===== config.mk =====
export PLATFORM = sky130hd
export DESIGN_NAME = req_merge
export DESIGN_NICKNAME = d
export VERILOG_FILES = /design/src/rtl/req_merge_pkg.sv /design/src/rtl/req_edge_det.sv /design/src/rtl/req_merge.sv
export SDC_FILE = /design/constraint.sdc
export NUM_CORES = 1
export LEC_CHECK = 0
export CAP_MARGIN = 20
export CORE_ASPECT_RATIO = 1.5
export CORE_UTILIZATION = 50
export DETAILED_ROUTE_END_ITERATION = 6
export PLACE_DENSITY = 0.86
export RECOVER_POWER = 25
export SLEW_MARGIN = 20
export SYNTH_ARGS = -nofsm -noshare
export SYNTH_HDL_FRONTEND = slang
export SYNTH_SLANG_ARGS = --single-unit

===== constraint.sdc =====
create_clock -name clk -period 3 [get_ports clk]
set_clock_uncertainty 0.2 [all_clocks]
set_input_delay 0.6 -clock clk [delete_from_list [all_inputs] [get_ports clk]]
set_output_delay 0.6 -clock clk [all_outputs]
set_load 0.03 [all_outputs]

===== src/rtl/req_merge_pkg.sv =====
// Shared types and constants for the req_merge request collector.
package req_merge_pkg;

  typedef enum logic [1:0] {
    IDLE,
    FIRE,
    GAP
  } req_merge_state_t;

  localparam int MODE_ANY     = 0;
  localparam int MODE_ALL_REQ = 1;
  localparam int FIN_LEN_W    = 8;

endpackage


===== src/rtl/req_edge_det.sv =====
// One request channel: optional two-flop synchroniser (REQ_MERGE_SYNC_EN),
// then the s1/s2 sampling stages and a rising-edge output.
module req_edge_det (
  input  logic clk,
  input  logic rstn,
  input  logic req,
  output logic rise
);

  logic samp;
  logic s1;
  logic s2;

`ifdef REQ_MERGE_SYNC_EN
  logic m1;
  logic m2;

  // Metastability guard for requests arriving from an unrelated clock domain.
  always_ff @(posedge clk or negedge rstn) begin
    if (!rstn) begin
      m1 <= 1'b0;
      m2 <= 1'b0;
    end else begin
      m1 <= req;
      m2 <= m1;
    end
  end

  assign samp = m2;
`else
  assign samp = req;
`endif

  // s1/s2 reset low, so a line already high at reset release counts as an edge.
  always_ff @(posedge clk or negedge rstn) begin
    if (!rstn) begin
      s1 <= 1'b0;
      s2 <= 1'b0;
    end else begin
      s1 <= samp;
      s2 <= s1;
    end
  end

  assign rise = s1 & ~s2;

endmodule


===== src/rtl/req_merge.sv =====
// Clocked request merger: captures request edges per channel and emits a
// fixed-width fin pulse when the any/all condition holds. Option: REQ_MERGE_SYNC_EN.
module req_merge
  import req_merge_pkg::*;
#(
  parameter int REQ_NUM  = 4,
  parameter int MODE_ALL = 0,
  parameter int FIN_LEN  = 1,
  parameter int CNT_W    = 8
) (
  input  logic               clk,
  input  logic               rstn,
  input  logic [REQ_NUM-1:0] reqs,
  input  logic [REQ_NUM-1:0] mask,
  output logic               fin,
  output logic [REQ_NUM-1:0] fin_src,
  output logic               busy,
  output logic [CNT_W-1:0]   fin_cnt
);

  localparam logic [FIN_LEN_W-1:0] WIDTH_LOAD = FIN_LEN_W'(FIN_LEN - 1);

  req_merge_state_t     state;
  req_merge_state_t     state_nxt;
  logic [REQ_NUM-1:0]   e;
  logic [REQ_NUM-1:0]   pend;
  logic [REQ_NUM-1:0]   pend_nxt;
  logic [FIN_LEN_W-1:0] wcnt;
  logic [FIN_LEN_W-1:0] wcnt_nxt;
  logic                 trig;
  logic                 capture;

  for (genvar i = 0; i < REQ_NUM; i++) begin : g_det
    req_edge_det u_det (
      .clk  (clk),
      .rstn (rstn),
      .req  (reqs[i]),
      .rise (e[i])
    );
  end

  // A fully masked channel set can never fire in either mode.
  always_comb begin
    if (MODE_ALL == MODE_ANY) begin
      trig = |(pend & mask);
    end else begin
      trig = (&(pend | ~mask)) && (|mask);
    end
  end

  always_comb begin
    state_nxt = state;
    wcnt_nxt  = wcnt;
    capture   = 1'b0;
    case (state)
      IDLE: begin
        if (trig) begin
          state_nxt = FIRE;
          wcnt_nxt  = WIDTH_LOAD;
          capture   = 1'b1;
        end
      end
      FIRE: begin
        if (wcnt == '0) begin
          state_nxt = GAP;
        end else begin
          wcnt_nxt = wcnt - 1'b1;
        end
      end
      GAP:     state_nxt = IDLE;
      default: state_nxt = IDLE;
    endcase
  end

  // Edges seen on the capture cycle seed the new pending set; mask-clear wins.
  always_comb begin
    if (capture) begin
      pend_nxt = e & mask;
    end else begin
      pend_nxt = (pend | (e & mask)) & mask;
    end
  end

  always_ff @(posedge clk or negedge rstn) begin
    if (!rstn) begin
      state   <= IDLE;
      wcnt    <= '0;
      pend    <= '0;
      fin_src <= '0;
      fin_cnt <= '0;
    end else begin
      state <= state_nxt;
      wcnt  <= wcnt_nxt;
      pend  <= pend_nxt;
      if (capture) begin
        fin_src <= pend;
        fin_cnt <= fin_cnt + 1'b1;
      end
    end
  end

  assign fin  = (state == FIRE);
  assign busy = (state != IDLE);

endmodule


# --- After elaboration in Yosys (flattened, before gate mapping) ---
# Cells that the tools add are included.
totals:
  reg_bits: 34
  in_bits: 10
  output_inout_bits: 14
  word_cells: 47
op_classes:
  n_addsub: 2
  n_eq_ne: 4
  n_mux: 9
  bitwise_logic: 12
  reduce_logical: 7
ops:
  columns: ["operator", "n"]
  rows:
  - ["two-way mux 8 bit", 2]
  - ["case mux 8 bit (2 select lines)", 1]
  - ["bitwise AND 4 bit", 3]
  - ["adder 8 x 1 -> 8 bit, second input constant", 1]
  - ["logical NOT 8 bit", 1]
  - ["subtractor 8 x 1 -> 8 bit, second input constant", 1]
  - ["bitwise AND 1 bit", 4]
  - ["two-way mux 2 bit", 2]
  - ["two-way mux 4 bit", 1]
  - ["inequality test 2 bit, second input constant", 2]
  - ["NOT 1 bit", 4]
  - ["bitwise OR 4 bit", 1]
  - ["case mux 2 bit (2 select lines)", 1]
  - ["nonzero test 2 bit", 2]
  - ["OR reduction 4 bit", 1]
  - ["AND reduction 3 bit", 1]
  - ["== test 2 x 1 -> 1 bit, second input constant", 1]
  - ["logical NOT 2 bit", 1]
  - ["two-way mux 1 bit", 2]
  - ["inequality test 2 x 1 -> 1 bit, second input constant", 1]
  - ["AND reduction 2 bit", 1]

# --- Longest topological paths before layout ---
logic_depth:
  word_depth: 6
  mapped_depth: 6
  depth_no_buf: 6

# --- By module ---
# From an unflattened synthesis, not the netlist that was laid out.
unflattened:
  cells_unflattened: 111
  hier_area_um2: 1450.1
by_module_without_submodules:
  columns: ["mod", "n_inst", "cells_per_inst", "area_per_inst_um2", "seq_area_each_um2"]
  rows:
  - ["req_merge", 1, 99, 1194.9, 650.6]
  - ["req_edge_det", 4, 3, 63.8, 50.0]

# --- Worst setup path after synthesis ---
# No wires, ideal clock.
synth_path:
  path_type: "flip-flop to flip-flop"
  from: "reg wcnt[0]"
  to: "reg wcnt[3]"
  setup_ps: 122
  t_arrival_ps: 1508
  t_required_ps: 2678
  slack_ps: 1171
  path_stages_with_launch: 7
  path_buffers: 0
  synth_period_minus_slack_ps: 1829
  cell_sequence: "dfrtp_1 > inv_1 > ha_1 > or3b_2 > o211ai_1 > xor2_1 > nor2_1"
synth_via:
  elab_chain_len: 3
  elab_cells_between_ends: 6
  classes_between: "add/sub: 1; eq/ne: 1; mux: 2; reduce/logical: 2"
synth_rtl:
  columns: ["item", "line_no", "source"]
  rows:
  - ["start: declaration", "req_merge.sv:28", "logic [FIN_LEN_W-1:0] wcnt;"]
  - ["start signal: assignment", "req_merge.sv:93", "wcnt <= wcnt_nxt;"]
  - ["subtractor 8 x 1 -> 8 bit / logical NOT 8 bit (equally long branches)", "req_merge.sv:67, req_merge.sv:64", null]
  - ["two-way mux 8 bit / inequality test 2 bit (equally long branches)", null, null]
  - ["case mux 8 bit (2 select lines) / AND reduction 3 bit (equally long branches)", null, null]
# Several ways; a longest one is shown, not always the timed one. The select of a mux whose other input is x is not followed.
# A chain may end at the register's enable or synchronous reset.

# --- Worst setup path after layout ---
layout_path:
  from: "reg state[1]"
  to: "out fin"
layout_via:
  elab_chain_len: 1
layout_rtl:
  columns: ["item", "line_no", "source"]
  rows:
  - ["start: declaration", "req_merge.sv:23", "req_merge_state_t state;"]
  - ["start signal: assignment", "req_merge.sv:92", "state <= state_nxt;"]
  - ["== test 2 x 1 -> 1 bit", "req_merge.sv:102", "assign fin = (state == FIRE);"]
  - ["end: declaration", "req_merge.sv:15", "output logic fin,"]
# No other way between the ends.

==> results.cfg <==
[clock_tree]
holdBufCountCts = 0
clk_pin_slew_ns = 0.06
cts_tree = yes
clock_insertion_delay_worst_skew_ns = 0.28
number_of_buffers_on_the_longest_clock_path = 2
ctsResizeCount = 0
clock_tree.htree_level_count = 2
cts_num_sinks = 34
clk_root_buffer_cell = sky130_fd_sc_hd__clkbuf_8
cts_buffers = 5
post_cts_buffers = 0

[power]
totalPowerFinal_w = 0.0008386
power-per-cell-area_mw_per_mm2 = 473.7
total_leakage_power_nw = 0.7682
vdd_drop_max_v = 0.0004107

[drt]
met3_wirelength_um = 102
drt_drc_violations_left = 0
first_iter_violations = 30
detail_route.first_pass.iterations = 4
wl_met1_um = 982
vias_per_cell = 5.094
highest-signal-layer = met4
wl_um = 2438
final_antenna_net_count = 0
routedWlPerCell_um = 13.47
route.vias.total = 922
wl_met2_um = 1260

[yosys]
net_count_after_synthesis = 127
yosys_warnings = 0
synth_top_flop_cell = sky130_fd_sc_hd__dfrtp_1
synth.yosys.seq_area_share_pct = 60.39
synth.distinct_cells = 34
synth_cells = 114
synth_top_cells_by_area = sky130_fd_sc_hd__dfrtp_1, sky130_fd_sc_hd__mux2_2, sky130_fd_sc_hd__xnor2_1
postSynthAreaPerCell_um2 = 12.36
netlist.top_cell.by_area = sky130_fd_sc_hd__dfrtp_1
synth.top_cell.area_share_pct = 60.39
yosysMostFrequentCell = sky130_fd_sc_hd__dfrtp_1
postSynth.asyncResetShare_pct = 100.0
synth_edf_count = 0
post_synthesis_sequential_element_count = 34
mappedNetlistArea_mm2 = 0.001409
ys_top_cells_by_count = sky130_fd_sc_hd__dfrtp_1, sky130_fd_sc_hd__inv_1, sky130_fd_sc_hd__xnor2_1

[global_route]
wire_length_of_the_first_global_routing_pass_um = 4029
grt_antenna_before_repair = 0
groute.usage.overall_pct = 19.73
grt_max_degree = 35
via_count_of_the_first_global_routing_pass = 907
total_grt_overflow = 0

[flow_run]
drv.max_cap_violation_count = 0

[finish]
antenna_cells_inserted = 0
post_layout_instance_count_excluding_filler_cells = 181
nets = 156
synthToLayoutAreaGrowth_pct = 25.67
drive_gt1_share_pct = 14.58

[placement]
dp.cells = 173
dp_hpwl_um = 1785
io_buffers = 23
globalplace.congestion = 0.7709
place_worst_setup_slack_ns = 0.5654

[critical_path]
critPathSlowestCell = sky130_fd_sc_hd__clkdlybuf4s50_1
timing.critical_path.buf_inv = 1
worstReg2RegEnd = wcnt[5]
reg2reg_setup_slack_ns = 1.03
start_kind = register
cp_top_family = buffers and inverters
worst_setup_path_end_kind = output pin
worst-endpoint-required_ns = 2.20
worst-setup-path-type = register to output pin
path_max_fanout = 5
worst_setup_sp = state[1]
timing.critical_path.cells = and2b_1 > clkdlybuf4s50_1
critical_path_cell_count = 2
critical-path-max-stage-delay_ns = 0.72
reg2reg_depth = 6
crit-reg2reg-launch = wcnt[0]
crit_arrival_ns = 1.72

[worst_hold_path]
holdPathEnd = g_det[2].u_det.s2
min-delay-path-class = register to register
hold-path-cell-count = 0
hold_path_startpoint = g_det[2].u_det.s1

[timing]
timing.max_slew.rel_slack_pct = 72.82
final_period_minus_worst_setup_slack_ns = 2.520
tightest_slew_ns = 0.4077
finalSetupTns_ns = 0
setup_repair_after_global_routing_missed_its_margin = false
slew_viols_final = 0
layout_worst_path_cycle_share_pct = 83.99
final_critical_path_setup_slack_ns = 0.4804
fmaxAchievable_mhz = 396.9
timing_hold_violations_final = 0
finalSetupViolations = 0

[die]
core_region_area_mm2 = 0.002676
initial_utilization_pct = 52.64
io_pins = 24
die_area_mm2 = 0.003038
dieWidth_um = 45.34
rows = 23
fp.dieH_um = 67.01

[outcome]
outcome = complete, no violations
report_power, final:
group	switching [W]	total, W	leakage [nW]	internal, W
Clock	0.000152	0.000337	0.0482	0.000185
Sequential	0.00000513	0.000473	0.423	0.000468
Combinational	0.0000142	0.0000287	0.297	0.0000145
Total	0.000172	0.000839	0.768	0.000667
cell families after synthesis:
group | count (synthesis) | share of synthesized area (%)
compound gates | 18 | 9.058
xor+xnor | 10 | 6.216
fa+ha+maj | 3 | 2.665
buf+inv | 10 | 3.375
flops | 34 | 60.39
mux | 6 | 4.707
simple gates | 33 | 13.59
stage by stage:
stage / utilization [%] / area (um2) / hold slack (ns)
4_1_cts: 66.15 / 1770 / 0.1864
2_1_floorplan: - / 1409 / 0.1044
6_report: 66.15 / 1770 / 0.1838
5_1_grt: 66.15 / 1770 / 0.1973
3_3_place_gp: 62.74 / 1679 / 0.1626
3_5_place_dp: 62.74 / 1679 / 0.1720
worst max-delay path by stage:
stage	to
after floorplan	wcnt[3]
after global placement	fin_src[1]
after detailed placement	fin_src[1]
after CTS	fin
after global routing	fin
final	fin
sequential cells by signal (all words and copies together) (netlist names):
register,cells
fin_cnt,8
fin_src,4
g_det.u_det.s1,4
g_det.u_det.s2,4
pend,4
state,2
wcnt,8
placed cells by master, fill, tap and decap left out, drive strengths merged:
cell type / Yosys / layout
o211ai: 3 / 3
mux2i: 1 / 1
clkbuf: 0 / 7
xnor2: 6 / 6
or3b: 1 / 1
xor2: 4 / 4
nand2b: 3 / 3
nor2: 5 / 5
ha: 3 / 3
inv: 7 / 7
o22ai: 3 / 3
a22oi: 2 / 2
dfrtp: 34 / 34
and3: 2 / 2
buf: 3 / 2
or3: 3 / 3
or2: 1 / 1
nand3: 1 / 1
nand4: 4 / 4
nand2: 5 / 5
nor4b: 1 / 1
and2b: 1 / 1
clkinv: 0 / 1
dlygate4sd3: 0 / 6
or4: 1 / 1
o21ai: 4 / 4
a21boi: 2 / 2
clkdlybuf4s50: 0 / 17
nor3: 3 / 3
mux2: 5 / 5
and2: 2 / 2
a21oi: 4 / 4
cell type report:
type,count,area [um2]
clock buffer,7,86.33
multi-input combinational,70,510.5
timing repair buffer,25,245.2
clock inverter,1,5.005
inverter,7,26.28
tap,37,46.29
sequential,34,850.8
fill,196,905.9
layer usage:
metal  GRT usage (%)  up-vias
met5               0        -
met1           21.47      441
met4           13.26        0
li1                -      449
met3           7.588        9
met2           30.80       23
Power figures use the tool's default switching activity.
